File: src/rtl/z80_pkg.sv
// ---------------------------------------------------------------------------
// z80_pkg
// Shared types and constants for the Z80-style bus sequencer.
//   mcycle_t : machine-cycle kind (opcode fetch, operand reads, interrupt
//              acknowledge, NMI dummy fetch, bus grant)
//   tstate_t : T-state within a machine cycle (TW = inserted wait state)
//   dec_t    : decoded opcode flags produced by z80_decode
//   OP_*     : supported opcodes, VEC_* : interrupt restart addresses
// ---------------------------------------------------------------------------
package z80_pkg;

  typedef enum logic [2:0] {
    M1     = 3'd0,
    MR_LO  = 3'd1,
    MR_HI  = 3'd2,
    INTA   = 3'd3,
    NMIA   = 3'd4,
    BUSGNT = 3'd5
  } mcycle_t;

  typedef enum logic [2:0] {
    T1 = 3'd0,
    T2 = 3'd1,
    TW = 3'd2,
    T3 = 3'd3,
    T4 = 3'd4
  } tstate_t;

  typedef struct packed {
    logic halt;
    logic jp;
    logic di;
    logic ei;
  } dec_t;

  localparam dec_t DEC_NONE = 4'b0000;

  localparam logic [7:0] OP_NOP  = 8'h00;
  localparam logic [7:0] OP_HALT = 8'h76;
  localparam logic [7:0] OP_JP   = 8'hC3;
  localparam logic [7:0] OP_DI   = 8'hF3;
  localparam logic [7:0] OP_EI   = 8'hFB;

  localparam logic [15:0] VEC_NMI = 16'h0066;
  localparam logic [15:0] VEC_INT = 16'h0038;

  // The refresh counter only advances its low seven bits; bit 7 is
  // software-owned and must survive every refresh.
  function automatic logic [7:0] refresh_next(input logic [7:0] r);
    return {r[7], r[6:0] + 7'd1};
  endfunction

endpackage

File: src/rtl/z80_decode.sv
// ---------------------------------------------------------------------------
// z80_decode
// Maps the latched opcode to instruction flags. Only meaningful while the
// sequencer is in the decode slot of a live (non-halted) opcode fetch.
//   i_valid  in  1  decode slot active
//   i_opcode in  8  latched opcode byte
//   o_dec    out 4  {halt, jp, di, ei}; all zero for NOP/unknown/invalid
// ---------------------------------------------------------------------------
module z80_decode
  import z80_pkg::*;
(
  input  logic       i_valid,
  input  logic [7:0] i_opcode,
  output dec_t       o_dec
);

  // Opcode to flag mapping; everything unrecognised executes as NOP
  always_comb begin
    o_dec = DEC_NONE;
    if (i_valid) begin
      case (i_opcode)
        OP_NOP:  o_dec = DEC_NONE;
        OP_HALT: o_dec.halt = 1'b1;
        OP_JP:   o_dec.jp   = 1'b1;
        OP_DI:   o_dec.di   = 1'b1;
        OP_EI:   o_dec.ei   = 1'b1;
        default: o_dec = DEC_NONE;
      endcase
    end else begin
      o_dec = DEC_NONE;
    end
  end

endmodule

File: src/rtl/control_logic.sv
// ---------------------------------------------------------------------------
// control_logic
// Z80-style CPU bus sequencer: opcode fetch with refresh, operand memory
// reads, interrupt acknowledge, NMI response and bus grant. One clk is one
// T-state. All outputs are registered (decoded from the next state), so
// there is no combinational path from any input to any output.
//   clk       in   1  clock, all state on posedge
//   rst       in   1  synchronous active-high reset
//   data_in   in   8  bus data, sampled at the end of the last T2/TW
//   addr_out  out 16  address bus
//   M1_L      out  1  opcode-fetch / interrupt-ack cycle marker
//   MREQ_L    out  1  memory request
//   IORQ_L    out  1  I/O request (interrupt acknowledge only)
//   RD_L      out  1  read strobe
//   WR_L      out  1  write strobe, tied inactive (read-only bus)
//   RFSH_L    out  1  refresh strobe (T3/T4 of fetch cycles)
//   HALT_L    out  1  low while halted
//   BUSACK_L  out  1  bus granted to an external master
//   INT_L     in   1  maskable interrupt, level sensitive
//   NMI_L     in   1  non-maskable interrupt, falling-edge latched
//   WAIT_L    in   1  wait request, sampled at the end of T2/TW
//   BUSREQ_L  in   1  external bus request
// ---------------------------------------------------------------------------
module control_logic
  import z80_pkg::*;
(
  input  logic        clk,
  input  logic        rst,
  input  logic [7:0]  data_in,
  output logic [15:0] addr_out,
  output logic        M1_L,
  output logic        MREQ_L,
  output logic        IORQ_L,
  output logic        RD_L,
  output logic        WR_L,
  output logic        RFSH_L,
  output logic        HALT_L,
  output logic        BUSACK_L,
  input  logic        INT_L,
  input  logic        NMI_L,
  input  logic        WAIT_L,
  input  logic        BUSREQ_L
);

  // Sequencer state
  mcycle_t     r_mcycle;
  tstate_t     r_tstate;
  logic        r_started;
  logic [15:0] r_pc;
  logic [7:0]  r_r;
  logic        r_iff1;
  logic        r_iff2;
  logic        r_halted;
  logic        r_nmi_latch;
  logic        r_nmi_prev;
  logic        r_int_blk;
  logic [7:0]  r_opcode;
  logic [7:0]  r_lo;
  logic [7:0]  r_hi;
  logic [1:0]  r_forced;

  // Registered bus outputs
  logic [15:0] r_addr;
  logic        r_m1_l;
  logic        r_mreq_l;
  logic        r_iorq_l;
  logic        r_rd_l;
  logic        r_rfsh_l;
  logic        r_halt_l;
  logic        r_busack_l;

  // Next-state values
  mcycle_t     w_mcycle;
  tstate_t     w_tstate;
  logic [15:0] w_pc;
  logic [7:0]  w_r;
  logic        w_iff1;
  logic        w_iff2;
  logic        w_halted;
  logic        w_nmi_latch;
  logic        w_int_blk;
  logic [7:0]  w_opcode;
  logic [7:0]  w_lo;
  logic [7:0]  w_hi;
  logic [1:0]  w_forced;
  logic        w_boundary;

  // Misc combinational
  logic        w_nmi_edge;
  logic        w_dec_valid;
  logic        w_int_ok;
  dec_t        w_dec;

  // Next-state output decode
  logic [15:0] w_o_addr;
  logic        w_o_m1_l;
  logic        w_o_mreq_l;
  logic        w_o_iorq_l;
  logic        w_o_rd_l;
  logic        w_o_rfsh_l;
  logic        w_o_halt_l;
  logic        w_o_busack_l;

  assign w_nmi_edge  = r_nmi_prev & ~NMI_L;
  // A halted CPU keeps fetching but executes nothing it reads.
  assign w_dec_valid = r_started && (r_mcycle == M1) && (r_tstate == T4) && !r_halted;

  z80_decode u_decode (
    .i_valid  (w_dec_valid),
    .i_opcode (r_opcode),
    .o_dec    (w_dec)
  );

  // INT is refused at the boundary of EI/DI themselves, and across a bus
  // grant that directly follows EI, until one more instruction has started.
  assign w_int_ok = !INT_L && r_iff1 && !r_int_blk && !w_dec.di && !w_dec.ei;

  // Next-state logic: T-state/M-cycle sequencing, then boundary arbitration
  always_comb begin
    w_mcycle    = r_mcycle;
    w_tstate    = r_tstate;
    w_pc        = r_pc;
    w_r         = r_r;
    w_iff1      = r_iff1;
    w_iff2      = r_iff2;
    w_halted    = r_halted;
    w_nmi_latch = r_nmi_latch | w_nmi_edge;
    w_int_blk   = r_int_blk;
    w_opcode    = r_opcode;
    w_lo        = r_lo;
    w_hi        = r_hi;
    w_forced    = r_forced;
    w_boundary  = 1'b0;

    if (!r_started) begin
      // First clock after reset: present M1 T1 without advancing
      w_mcycle = M1;
      w_tstate = T1;
    end else begin
      case (r_mcycle)
        M1, NMIA, INTA: begin
          case (r_tstate)
            T1: begin
              w_tstate = T2;
              if (r_mcycle == M1) begin
                w_int_blk = 1'b0;
              end else begin
                w_int_blk = r_int_blk;
              end
            end
            T2, TW: begin
              if ((r_mcycle == INTA) && (r_forced != 2'd0)) begin
                // Acknowledge cycles always carry two automatic waits
                w_tstate = TW;
                w_forced = r_forced - 2'd1;
              end else if (!WAIT_L) begin
                w_tstate = TW;
              end else begin
                w_tstate = T3;
                // NMI dummy fetch and INTA discard the byte and keep PC
                if ((r_mcycle == M1) && !r_halted) begin
                  w_opcode = data_in;
                  w_pc     = r_pc + 16'd1;
                end else begin
                  w_opcode = r_opcode;
                  w_pc     = r_pc;
                end
              end
            end
            T3: begin
              w_tstate = T4;
            end
            T4: begin
              w_r        = refresh_next(r_r);
              w_mcycle   = M1;
              w_tstate   = T1;
              w_boundary = 1'b1;
              if (r_mcycle == NMIA) begin
                w_pc = VEC_NMI;
              end else if (r_mcycle == INTA) begin
                w_pc = VEC_INT;
              end else begin
                if (w_dec.jp) begin
                  w_mcycle   = MR_LO;
                  w_boundary = 1'b0;
                end else begin
                  w_mcycle = M1;
                end
                if (w_dec.halt) begin
                  w_halted = 1'b1;
                end else begin
                  w_halted = r_halted;
                end
                if (w_dec.di) begin
                  w_iff1 = 1'b0;
                  w_iff2 = 1'b0;
                end else if (w_dec.ei) begin
                  w_iff1    = 1'b1;
                  w_iff2    = 1'b1;
                  w_int_blk = 1'b1;
                end else begin
                  w_iff1 = r_iff1;
                end
              end
            end
            default: begin
              w_mcycle = M1;
              w_tstate = T1;
            end
          endcase
        end

        MR_LO, MR_HI: begin
          case (r_tstate)
            T1: begin
              w_tstate = T2;
            end
            T2, TW: begin
              if (!WAIT_L) begin
                w_tstate = TW;
              end else begin
                w_tstate = T3;
                w_pc     = r_pc + 16'd1;
                if (r_mcycle == MR_LO) begin
                  w_lo = data_in;
                end else begin
                  w_hi = data_in;
                end
              end
            end
            T3: begin
              if (r_mcycle == MR_LO) begin
                w_mcycle = MR_HI;
                w_tstate = T1;
              end else begin
                w_pc       = {r_hi, r_lo};
                w_mcycle   = M1;
                w_tstate   = T1;
                w_boundary = 1'b1;
              end
            end
            default: begin
              w_mcycle = M1;
              w_tstate = T1;
            end
          endcase
        end

        BUSGNT: begin
          // On release, arbitrate again exactly as at the original boundary
          if (BUSREQ_L) begin
            w_mcycle   = M1;
            w_tstate   = T1;
            w_boundary = 1'b1;
          end else begin
            w_mcycle = BUSGNT;
            w_tstate = T1;
          end
        end

        default: begin
          w_mcycle = M1;
          w_tstate = T1;
        end
      endcase
    end

    // Instruction boundary: bus request > NMI > INT > next fetch
    if (w_boundary) begin
      if (!BUSREQ_L) begin
        w_mcycle = BUSGNT;
        w_tstate = T1;
      end else if (r_nmi_latch) begin
        w_mcycle    = NMIA;
        w_tstate    = T1;
        w_nmi_latch = w_nmi_edge;
        w_iff2      = w_iff1;
        w_iff1      = 1'b0;
        w_halted    = 1'b0;
      end else if (w_int_ok) begin
        w_mcycle = INTA;
        w_tstate = T1;
        w_iff1   = 1'b0;
        w_iff2   = 1'b0;
        w_halted = 1'b0;
        w_forced = 2'd2;
      end else begin
        w_forced = r_forced;
      end
    end else begin
      w_forced = w_forced;
    end
  end

  // Bus output decode of the next state (registered below)
  always_comb begin
    w_o_addr     = 16'h0000;
    w_o_m1_l     = 1'b1;
    w_o_mreq_l   = 1'b1;
    w_o_iorq_l   = 1'b1;
    w_o_rd_l     = 1'b1;
    w_o_rfsh_l   = 1'b1;
    w_o_halt_l   = ~w_halted;
    w_o_busack_l = 1'b1;
    case (w_mcycle)
      M1, NMIA, INTA: begin
        case (w_tstate)
          T1, T2, TW: begin
            w_o_addr = w_pc;
            w_o_m1_l = 1'b0;
            if (w_mcycle == INTA) begin
              w_o_iorq_l = 1'b0;
            end else begin
              w_o_mreq_l = 1'b0;
              w_o_rd_l   = 1'b0;
            end
          end
          T3: begin
            w_o_addr   = {8'h00, w_r};
            w_o_mreq_l = 1'b0;
            w_o_rfsh_l = 1'b0;
          end
          T4: begin
            w_o_addr   = {8'h00, w_r};
            w_o_rfsh_l = 1'b0;
          end
          default: begin
            w_o_addr = 16'h0000;
          end
        endcase
      end
      MR_LO, MR_HI: begin
        case (w_tstate)
          T1, T2, TW: begin
            w_o_addr   = w_pc;
            w_o_mreq_l = 1'b0;
            w_o_rd_l   = 1'b0;
          end
          T3: begin
            // PC has already moved on; keep the address that was read
            w_o_addr = r_addr;
          end
          default: begin
            w_o_addr = 16'h0000;
          end
        endcase
      end
      BUSGNT: begin
        w_o_busack_l = 1'b0;
      end
      default: begin
        w_o_addr = 16'h0000;
      end
    endcase
  end

  // Sequencer state registers
  always_ff @(posedge clk) begin
    if (rst) begin
      r_mcycle    <= M1;
      r_tstate    <= T1;
      r_started   <= 1'b0;
      r_pc        <= 16'h0000;
      r_r         <= 8'h00;
      r_iff1      <= 1'b0;
      r_iff2      <= 1'b0;
      r_halted    <= 1'b0;
      r_nmi_latch <= 1'b0;
      r_nmi_prev  <= NMI_L;
      r_int_blk   <= 1'b0;
      r_opcode    <= 8'h00;
      r_lo        <= 8'h00;
      r_hi        <= 8'h00;
      r_forced    <= 2'd0;
    end else begin
      r_mcycle    <= w_mcycle;
      r_tstate    <= w_tstate;
      r_started   <= 1'b1;
      r_pc        <= w_pc;
      r_r         <= w_r;
      r_iff1      <= w_iff1;
      r_iff2      <= w_iff2;
      r_halted    <= w_halted;
      r_nmi_latch <= w_nmi_latch;
      r_nmi_prev  <= NMI_L;
      r_int_blk   <= w_int_blk;
      r_opcode    <= w_opcode;
      r_lo        <= w_lo;
      r_hi        <= w_hi;
      r_forced    <= w_forced;
    end
  end

  // Bus output registers
  always_ff @(posedge clk) begin
    if (rst) begin
      r_addr     <= 16'h0000;
      r_m1_l     <= 1'b1;
      r_mreq_l   <= 1'b1;
      r_iorq_l   <= 1'b1;
      r_rd_l     <= 1'b1;
      r_rfsh_l   <= 1'b1;
      r_halt_l   <= 1'b1;
      r_busack_l <= 1'b1;
    end else begin
      r_addr     <= w_o_addr;
      r_m1_l     <= w_o_m1_l;
      r_mreq_l   <= w_o_mreq_l;
      r_iorq_l   <= w_o_iorq_l;
      r_rd_l     <= w_o_rd_l;
      r_rfsh_l   <= w_o_rfsh_l;
      r_halt_l   <= w_o_halt_l;
      r_busack_l <= w_o_busack_l;
    end
  end

  assign addr_out = r_addr;
  assign M1_L     = r_m1_l;
  assign MREQ_L   = r_mreq_l;
  assign IORQ_L   = r_iorq_l;
  assign RD_L     = r_rd_l;
  assign WR_L     = 1'b1;
  assign RFSH_L   = r_rfsh_l;
  assign HALT_L   = r_halt_l;
  assign BUSACK_L = r_busack_l;

endmodule

File: config.mk
export PLATFORM = sky130hd
export DESIGN_NAME = control_logic
export DESIGN_NICKNAME = d
export VERILOG_FILES = /design/src/rtl/z80_pkg.sv /design/src/rtl/z80_decode.sv /design/src/rtl/control_logic.sv
export SDC_FILE = /design/constraint.sdc
export NUM_CORES = 1
export LEC_CHECK = 0
export CORE_UTILIZATION = 54
export CTS_BUF_LIST = sky130_fd_sc_hd__clkbuf_2
export DETAILED_ROUTE_END_ITERATION = 10
export PLACE_DENSITY = 0.86
export SYNTH_ARGS = -nofsm -noshare
export SYNTH_HDL_FRONTEND = slang
export SYNTH_HIERARCHICAL = 1
export SYNTH_SLANG_ARGS = --single-unit
File: constraint.sdc
create_clock -name clk -period 2.89 [get_ports clk]
set_input_delay 0.7225 -clock clk [delete_from_list [all_inputs] [get_ports clk]]
set_output_delay 0.7225 -clock clk [all_outputs]
set_load 0.02 [all_outputs]
# == Word level (Yosys, flattened, before mapping) ==
# Cells that the tools add are included.
# W data, S select, Z words.
# op_classes
addsub,3
eq_ne,29
n_mux,102
bitwise_logic,8
n_reduce_logical,35
# op_table
operator,n
$pmux W16 S2,6
$mux W16,8
$mux W1,53
$mux W3,11
$eq A3 B2 Y1 const B,8
$eq A8 B8 Y1 const B,3
$pmux W3 S2,4
$mux W7,3
$eq A3 B3 Y1 const B,6
$mux W2,9
$pmux W3 S3,2
$add A16 B1 Y16 const B,1
$reduce_or A3 Y1,5
$eq A3 B1 Y1 const B,4
$logic_not A3 Y1,4
$ne A2 B2 Y1 const B,6
$reduce_and A5 Y1,2
$reduce_or A2 Y1,5
$logic_and A1 B1 Y1,9
$eq A8 B7 Y1 const B,1
$pmux W1 S2,4
$reduce_and A8 Y1,1
$add A7 B1 Y7 const B,1
$not A1 Y1,6
other kinds (10),15
# totals
register_bits,85
in_bits,14
out_inout_bits,24
word_cells,199

# == Longest topological paths before layout ==
# Gate-level depths: netlist (run 1).
# logic_depth
ltp_word,19
ltp_mapped,15
depth_no_buf,13

# == Hierarchy ==
# The synthesis (run 1) kept the hierarchy.
# by_module_without_submodules
module,n_inst,cells_per_inst,area_per_inst_um2,seq_area_each_um2
control_logic,1,554,4495.6,1681.6
z80_decode,1,10,63.8,0.0

# == Worst setup path before layout (run 1) ==
# No wires, ideal clock.
# synth_path
path_kind,register to register
start,register r_tstate[1]
end,register r_addr[6] (netlist: addr_out[6])
setup_time_ns,0.122
arrival_ns,3.033
required_ns,2.768
setup_slack_ns,-0.264
stages_incl_launch_ff,16
path_buffers,2
period_less_slack_ns,3.154
cell_sequence,dfxtp_1 -> buf_4 -> nor2_1 -> nand2_1 -> nor4_1 -> nand3_1 -> nor3_2 -> nor2b_1 -> o21ai_1 -> a211o_1 -> and2_4 -> a21o_4 -> xnor2_4 -> nor2_1 -> buf_6 -> a221o_1
# synth_rtl
element,line,rtl
"start, declared",control_logic.sv:47,tstate_t r_tstate;
"start signal, assigned",control_logic.sv:377,r_tstate <= w_tstate;
"end signal, assigned",control_logic.sv:406,r_addr <= w_o_addr;
"end, declared",control_logic.sv:63,logic [15:0] r_addr;

==> results of run 1 <==
stage by stage:
stage	total power, mW	cells	instance area (um^2)	hold slack [ns]
final	2.24	744	5550	0.388
after global routing	2.32	744	5550	0.394
after CTS	2.23	740	5470	0.408
after detailed placement	1.49	723	5290	0.451
after global placement	1.49	723	5290	0.451
after floorplan	1.38	564	4570	0.438
path summary, 6_finish.rpt:
check	start	to	depth (start not counted)
worst max-delay path	r_mcycle[1]$_SDFF_PP0_	addr_out[5]$_SDFFE_PP0P_	13
worst min-delay path	rst	r_r[3]$_SDFF_PP0_	2
worst max register to register	r_mcycle[1]$_SDFF_PP0_	addr_out[5]$_SDFFE_PP0P_	13
worst min register to register	addr_out[15]$_SDFFE_PP0P_	addr_out[15]$_SDFFE_PP0P_	1
cell families after synthesis:
logic type | share of synthesized area (%)
compound gates | 22.3
other cells | 0.0822
flops | 36.9
simple gates | 26.9
fa+ha+maj | 0.823
xor+xnor | 3.10
mux | 5.49
buf+inv | 4.39
per-layer routing:
layer  global-route usage [%]  share of wire (%)  up-vias
met5                        0                  0        -
met4                     23.5                6.2        0
met3                     5.42                6.3       69
met2                     53.2                 46      233
met1                     40.4                 41     2282
li1                         -                  -     2216
state kept, by name, indices dropped and copies added, names as in the netlist, 2 cells and up:
| register | count |
|---|---|
| addr_out | 16 |
| r_pc | 16 |
| r_hi | 8 |
| r_lo | 8 |
| r_opcode | 8 |
| r_r | 7 |
| r_mcycle | 3 |
| r_tstate | 3 |
| r_forced | 2 |
layout make-up:
class,instances,area share [%]
tap,105,2.37
multi-input combinational,436,49.8
timing repair buffer,92,14.1
clock inverter,7,1.87
sequential,84,30.4
inverter,11,0.744
clock buffer,9,0.812
where the power goes:
part / internal [mW] / total (mW) / leakage (nW) / switching (mW)
sequential: 1.19 / 1.22 / 0.684 / 0.0307
clock: 0.301 / 0.763 / 0.0879 / 0.462
combinational: 0.109 / 0.259 / 1.27 / 0.150
total: 1.60 / 2.24 / 2.04 / 0.643
cells in the mapped netlist (3+ instances only):
cell,n,area share [%]
sky130_fd_sc_hd__dfxtp_1,84,37
sky130_fd_sc_hd__nor2_1,73,6.0
sky130_fd_sc_hd__nand2_1,55,4.5
sky130_fd_sc_hd__a21oi_1,32,3.5
sky130_fd_sc_hd__o21ai_0,32,3.5
sky130_fd_sc_hd__mux2i_1,25,5.5
sky130_fd_sc_hd__nand3_1,23,2.5
sky130_fd_sc_hd__clkbuf_1,22,1.8
sky130_fd_sc_hd__nor3_1,20,2.2
sky130_fd_sc_hd__a31oi_1,13,1.8
sky130_fd_sc_hd__and3_1,11,1.5
sky130_fd_sc_hd__inv_1,11,0.91
sky130_fd_sc_hd__o211ai_1,8,1.3
sky130_fd_sc_hd__xor2_1,8,1.5
sky130_fd_sc_hd__buf_2,7,0.77
sky130_fd_sc_hd__o311ai_0,7,1.3
sky130_fd_sc_hd__or3_1,7,0.96
sky130_fd_sc_hd__nand2b_1,6,0.82
sky130_fd_sc_hd__a211oi_1,5,0.82
sky130_fd_sc_hd__a21o_1,5,0.82
sky130_fd_sc_hd__a22o_1,5,0.96
sky130_fd_sc_hd__nand4_1,5,0.69
sky130_fd_sc_hd__xnor2_1,5,0.96
sky130_fd_sc_hd__a221o_1,4,0.88
sky130_fd_sc_hd__and2_1,4,0.55
sky130_fd_sc_hd__buf_4,4,0.66
sky130_fd_sc_hd__nand3b_1,4,0.66
sky130_fd_sc_hd__o2bb2ai_1,4,0.77
sky130_fd_sc_hd__a221oi_1,3,0.58
sky130_fd_sc_hd__a22oi_1,3,0.49
sky130_fd_sc_hd__and3b_1,3,0.58
sky130_fd_sc_hd__and4_1,3,0.58
sky130_fd_sc_hd__ha_1,3,0.82
sky130_fd_sc_hd__nor2b_1,3,0.41
sky130_fd_sc_hd__nor4_1,3,0.41
sky130_fd_sc_hd__o21ai_1,3,0.33
sky130_fd_sc_hd__o31ai_1,3,0.49
critical path: stages, from the launching register on:
cell                      delay, ns
sky130_fd_sc_hd__dfxtp_2       0.37
sky130_fd_sc_hd__or2_1         0.25
sky130_fd_sc_hd__nor4_2        0.25
sky130_fd_sc_hd__nand3_1       0.15
sky130_fd_sc_hd__buf_4         0.16
sky130_fd_sc_hd__buf_4         0.13
sky130_fd_sc_hd__nor3_1        0.36
sky130_fd_sc_hd__nor4_2        0.14
sky130_fd_sc_hd__o22ai_1       0.17
sky130_fd_sc_hd__a21o_2        0.21
sky130_fd_sc_hd__xnor2_4       0.15
sky130_fd_sc_hd__buf_4         0.18
sky130_fd_sc_hd__and3_1        0.16
sky130_fd_sc_hd__a221o_1       0.26
what timing repair did:
| action | CTS | global route |
|---|---|---|
| gates cloned | 0 | 1 |
| resized for setup | 4 | 14 |
| endpoints found under the setup margin | 13 | 19 |
| pin swaps | 2 | 11 |
| hold buffers | 0 | 0 |
| buffers inserted | 1 | 3 |
==> impl_results.rst, run 1 <==
.. list-table::
   :header-rows: 1

   * - Metric
     - Value
   * - Run status
     - finished with violations
   * - Violated checks
     - DRC, setup timing
   * - Leakage component of the power
     - 2.04 nW
   * - Worst Tran Pin Value
     - 0.835 ns
   * - Highest Clock Rate
     - 0.335 GHz
   * - Area of the die
     - 0.00881 mm^2
   * - Antenna diode count
     - 0
   * - Drt wl/cell
     - 18.9 um
   * - Mapped Avg Cell Area
     - 8.08 um^2
   * - Most instantiated flip-flop cell in the synthesis netlist
     - sky130_fd_sc_hd__dfxtp_1
   * - Worst VDD drop
     - 265 uV
   * - Post-detailed-route count of antenna-violating nets
     - 0
   * - Final Hold Violating Endpoints
     - 0
   * - Endpoint kind of the worst setup timing path
     - flop
   * - Die width
     - 93.9 um
   * - Post-Route WL
     - 14000 um
   * - EDFF count, synth
     - 0
   * - Layout cells sized above 1
     - 16.4%
   * - Count of yosys warnings during synthesis
     - 6
   * - # IOs
     - 38
   * - Setup repair after global routing missed its margin
     - yes
   * - Power density normalized to cell area
     - 404 mW/mm^2
   * - Total clock sinks
     - 84
   * - Detailed-routing iteration count for the pre-antenna-repair pass
     - 8
   * - Global-route wire length before repair
     - 22400 um
   * - Sequential share of the synthesized area
     - 36.9%
   * - Most frequent cells in the layout
     - sky130_fd_sc_hd__dfxtp_1 (81), sky130_fd_sc_hd__nor2_1 (71), sky130_fd_sc_hd__buf_4 (55)
   * - Slew Viols, Final
     - 0
   * - Final TNS setup
     - -0.250 ns
   * - Vert. Die Dim
     - 93.9 um
   * - Reg clk slew, reported paths
     - 0.26 ns
   * - Antenna violations before repair
     - 0
   * - Growth of design area from synthesis to finish
     - 21.7%
   * - Register bit total from synthesis
     - 84
   * - Initial detailed-routing violation count
     - 437
   * - Number of buffers on the longest clock path
     - 2
   * - Sequential standard cell area
     - 0.00169 mm^2
   * - Fill cell total of the finished layout
     - 673
   * - Worst R2R Setup Slack
     - -0.09 ns
   * - H-tree levels
     - 3
   * - Async set-or-reset flop fraction in the synthesized netlist
     - 0%
   * - Number of placement rows
     - 33
   * - Critical path peak fanout
     - 7
   * - Total of max-cap violations
     - 0
   * - Clock tree from TritonCTS
     - built
   * - Post-synth net total
     - 581
   * - Ratio of final minimum period to clock period
     - 103%
   * - Fraction of the core area covered by cells at the end of the flow
     - 67.9%
   * - Post-synth cell types
     - 74
   * - Worst Setup Path Type
     - reg2reg
   * - Pin count of the biggest net entering global routing
     - 50
   * - Total clock buffers created by CTS
     - 9
   * - Clock root buffer
     - sky130_fd_sc_hd__clkbuf_2
   * - Count of final setup violators
     - 3
   * - Via density per instance
     - 6.45
   * - Required time of the worst setup path
     - 3.43 ns
   * - Worst setup skew after layout
     - 0.0307 ns
   * - Number of instances in the synthesized netlist
     - 564
   * - Arrival time worst endpoint
     - 3.53 ns
   * - Total grt overflow
     - 0
   * - Standard cell core area
     - 0.00818 mm^2
   * - Overall track demand over capacity in global routing
     - 33.2%
   * - Worst setup slack before clock tree synthesis
     - -0.172 ns
   * - Count of buffers inserted at the top-level ports
     - 36
   * - Worst rel slew slack
     - 43.9%
   * - Slack of the critical path
     - -0.0932 ns
   * - Leading cell type in the layout, fill and taps excluded
     - sky130_fd_sc_hd__dfxtp_1
   * - Area occupied by multi-input gates
     - 0.00276 mm^2
   * - Startpoint type of the worst setup path
     - flop
   * - Starting density of the core
     - 55.8%
   * - Via count of the first global-routing pass
     - 4516
   * - Post-layout minimum cycle time
     - 2.98 ns
   * - Worst min-delay path class
     - in2reg
   * - Clock insertion delay at the later pin of the skew report
     - 0.61 ns
   * - Final #Nets
     - 651
   * - Dpl hpwl
     - 10100 um
   * - Synthesized area
     - 0.00456 mm^2
   * - DRC violation count after routing
     - 2
   * - Total via count after detailed routing
     - 4800
   * - Routability-driven placement congestion ratio
     - 0.972
Note: power is estimated with default switching activity, not from simulation.
==> inputs of run 2 (changes only) <==
--- a/config.mk
+++ b/config.mk
@@ -8,6 +8,7 @@
 export CORE_UTILIZATION = 54
 export CTS_BUF_LIST = sky130_fd_sc_hd__clkbuf_2
 export DETAILED_ROUTE_END_ITERATION = 10
+export GPL_ROUTABILITY_DRIVEN = 0
 export PLACE_DENSITY = 0.86
 export SYNTH_ARGS = -nofsm -noshare
 export SYNTH_HDL_FRONTEND = slang
==> run 2 against run 1 <==
Sequential power about the same; first-iteration DRC count up 15%; combinational power up 5%; total power down 1.1%; highest routed layer unchanged; worst setup slack better by 0.059 ns; the flow finishes with violations (setup timing); critical path depth up 2; utilization up 0.95 points; sequential share of layout area down 0.37 points; maximum frequency up 2.0%; global-route usage up 0.95 points.
==> impl_results.rst, run 2 (synthesis results as in run 1) <==
.. list-table::
   :header-rows: 1

   * - Metric
     - Value
   * - Required time of the worst setup path
     - 3.35 ns
   * - Total grt overflow
     - 0
   * - Number of cells on the worst hold path
     - 2
   * - Final TNS setup
     - -0.126 ns
   * - Startpoint of the worst hold path
     - rst
   * - Vert. Die Dim
     - 93.9 um
   * - Final #Nets
     - 657
   * - Count of final setup violators
     - 8
   * - Worst setup slack before clock tree synthesis
     - -0.104 ns
   * - Dpl hpwl
     - 10000 um
   * - Count of buffers inserted at the top-level ports
     - 36
   * - Violated checks
     - setup timing
   * - Post-cts hold buffer count
     - 0
   * - Post-layout minimum cycle time
     - 2.92 ns
   * - Fill cell total of the finished layout
     - 651
   * - Area of the die
     - 0.00881 mm^2
   * - Number of placement rows
     - 33
   * - Worst Reg-to-Reg Cells
     - 15
   * - Layout cells sized above 1
     - 18.0%
   * - Arrival time worst endpoint
     - 3.38 ns
   * - Antenna diode count
     - 0
   * - Power density normalized to cell area
     - 394 mW/mm^2
   * - H-tree levels
     - 3
   * - Post-detailed-route count of antenna-violating nets
     - 0
   * - Ratio of final minimum period to clock period
     - 101%
   * - Starting density of the core
     - 55.8%
   * - Global-route wire length before repair
     - 23200 um
   * - Clock insertion delay at the later pin of the skew report
     - 0.55 ns
   * - Worst VDD drop
     - 322 uV
   * - Setup repair after global routing missed its margin
     - yes
   * - Worst setup skew after layout
     - 0.0209 ns
   * - DRC violation count after routing
     - 0
   * - R2r startpoint
     - r_tstate[0]$_SDFF_PP0_
   * - Critical path peak fanout
     - 6
   * - Run status
     - finished with violations
   * - Via count of the first global-routing pass
     - 4795
   * - Growth of design area from synthesis to finish
     - 23.4%
   * - Endpoint of the lowest-slack register-to-register path
     - addr_out[2]$_SDFFE_PP0P_
   * - Total via count after detailed routing
     - 4982
   * - Detailed-routing iteration count for the pre-antenna-repair pass
     - 8
   * - Leakage component of the power
     - 2.06 nW
   * - Endpoint kind of the worst setup timing path
     - flop
   * - Worst rel slew slack
     - 35.6%
   * - Total of max-cap violations
     - 0
   * - Slack of the critical path
     - -0.0344 ns
   * - Highest Clock Rate
     - 0.342 GHz
   * - Sum of internal, switching and leakage power
     - 2.22 mW
   * - Post-Route WL
     - 14600 um
   * - Total clock buffers created by CTS
     - 9
   * - Slew Viols, Final
     - 0
   * - Endpoint, Worst Hold
     - r_started$_DFF_P_
   * - Number of buffers on the longest clock path
     - 2
   * - Pin count of the biggest net entering global routing
     - 33
   * - Reg clk slew, reported paths
     - 0.25 ns
   * - Die width
     - 93.9 um
   * - Worst Setup Path Type
     - reg2reg
   * - Post-route worst hold slack
     - 0.391 ns
   * - Initial detailed-routing violation count
     - 503
   * - Drt wl/cell
     - 19.5 um
   * - Clock root buffer
     - sky130_fd_sc_hd__clkbuf_2
   * - Antenna violations before repair
     - 0
   * - Standard cell core area
     - 0.00818 mm^2
   * - Overall track demand over capacity in global routing
     - 34.2%
   * - Startpoint type of the worst setup path
     - flop
   * - Most frequent cells in the layout
     - sky130_fd_sc_hd__dfxtp_1 (79), sky130_fd_sc_hd__nor2_1 (71), sky130_fd_sc_hd__buf_4 (59)
   * - Final Hold Violating Endpoints
     - 0
   * - Worst R2R Setup Slack
     - -0.03 ns
   * - Total clock sinks
     - 84
   * - Leading cell type in the layout, fill and taps excluded
     - sky130_fd_sc_hd__dfxtp_1
   * - Worst min-delay path class
     - in2reg
   * - Clock tree from TritonCTS
     - built
   * - # IOs
     - 38
   * - Via density per instance
     - 6.64
   * - Worst Tran Pin Value
     - 0.959 ns
## run 2: what timing repair did
| item | in CTS | in global routing |
|---|---|---|
| endpoints found under the hold margin | 0 | 0 |
| gates cloned | 1 | 0 |
| buffers inserted | 4 | 3 |
| setup endpoints to repair | 17 | 21 |
| pin swaps | 10 | 7 |
| gates resized for setup | 15 | 10 |
## run 2: worst max-delay path by stage
stage / start / end / slack (ns)
2_1_floorplan: r_mcycle[1]$_SDFF_PP0_ / addr_out[6]$_SDFFE_PP0P_ / -0.01
3_3_place_gp: WAIT_L / addr_out[14]$_SDFFE_PP0P_ / 0.007
3_5_place_dp: r_mcycle[1]$_SDFF_PP0_ / addr_out[2]$_SDFFE_PP0P_ / -0.10
4_1_cts: r_tstate[0]$_SDFF_PP0_ / addr_out[2]$_SDFFE_PP0P_ / -0.07
5_1_grt: r_tstate[0]$_SDFF_PP0_ / addr_out[4]$_SDFFE_PP0P_ / -0.12
6_report: r_tstate[0]$_SDFF_PP0_ / addr_out[2]$_SDFFE_PP0P_ / -0.03
## run 2: final cells by class
type | count | area, um^2 | share of cell area, %
clock inverter | 6 | 87.6 | 1.56
timing repair buffer | 99 | 846 | 15.0
clock buffer | 10 | 50.0 | 0.890
multi-input combinational | 435 | 2780 | 49.4
tap | 105 | 131 | 2.34
inverter | 11 | 41.3 | 0.734
sequential | 84 | 1690 | 30.0
## run 2: power breakdown
part	internal, mW	total (mW)	switching (mW)
Sequential	1.19	1.22	0.0316
Combinational	0.113	0.271	0.158
Clock	0.289	0.725	0.436
## run 2: per-layer routing
layer,track usage [%],up-vias,part of all wire (%)
met3,7.69,108,9.5
met4,21.7,0,6.2
met1,38.9,2283,37
met2,57.5,379,47
li1,-,2212,-
met5,0,-,0
## run 2: worst max-delay path, stage by stage (launching register included)
cell,delay [ns]
sky130_fd_sc_hd__dfxtp_2,0.40
sky130_fd_sc_hd__nor2_4,0.13
sky130_fd_sc_hd__nand2_2,0.07
sky130_fd_sc_hd__nor4_2,0.22
sky130_fd_sc_hd__nand3_1,0.16
sky130_fd_sc_hd__nor3_2,0.16
sky130_fd_sc_hd__nor2b_4,0.20
sky130_fd_sc_hd__o21ai_2,0.08
sky130_fd_sc_hd__a211o_1,0.29
sky130_fd_sc_hd__buf_4,0.16
sky130_fd_sc_hd__a31oi_4,0.15
sky130_fd_sc_hd__a21o_4,0.15
sky130_fd_sc_hd__xnor2_4,0.11
sky130_fd_sc_hd__buf_6,0.15
sky130_fd_sc_hd__and3_1,0.13
sky130_fd_sc_hd__a221o_1,0.26
## run 2: through the flow
step | instance area, um^2 | utilization, % | instances
final | 5630 | 68.8 | 750
after CTS | 5560 | 68.0 | 747
after floorplan | 4570 | - | 564
after global placement | 5310 | 65.0 | 726
after global routing | 5630 | 68.8 | 750
after detailed placement | 5310 | 65.0 | 726
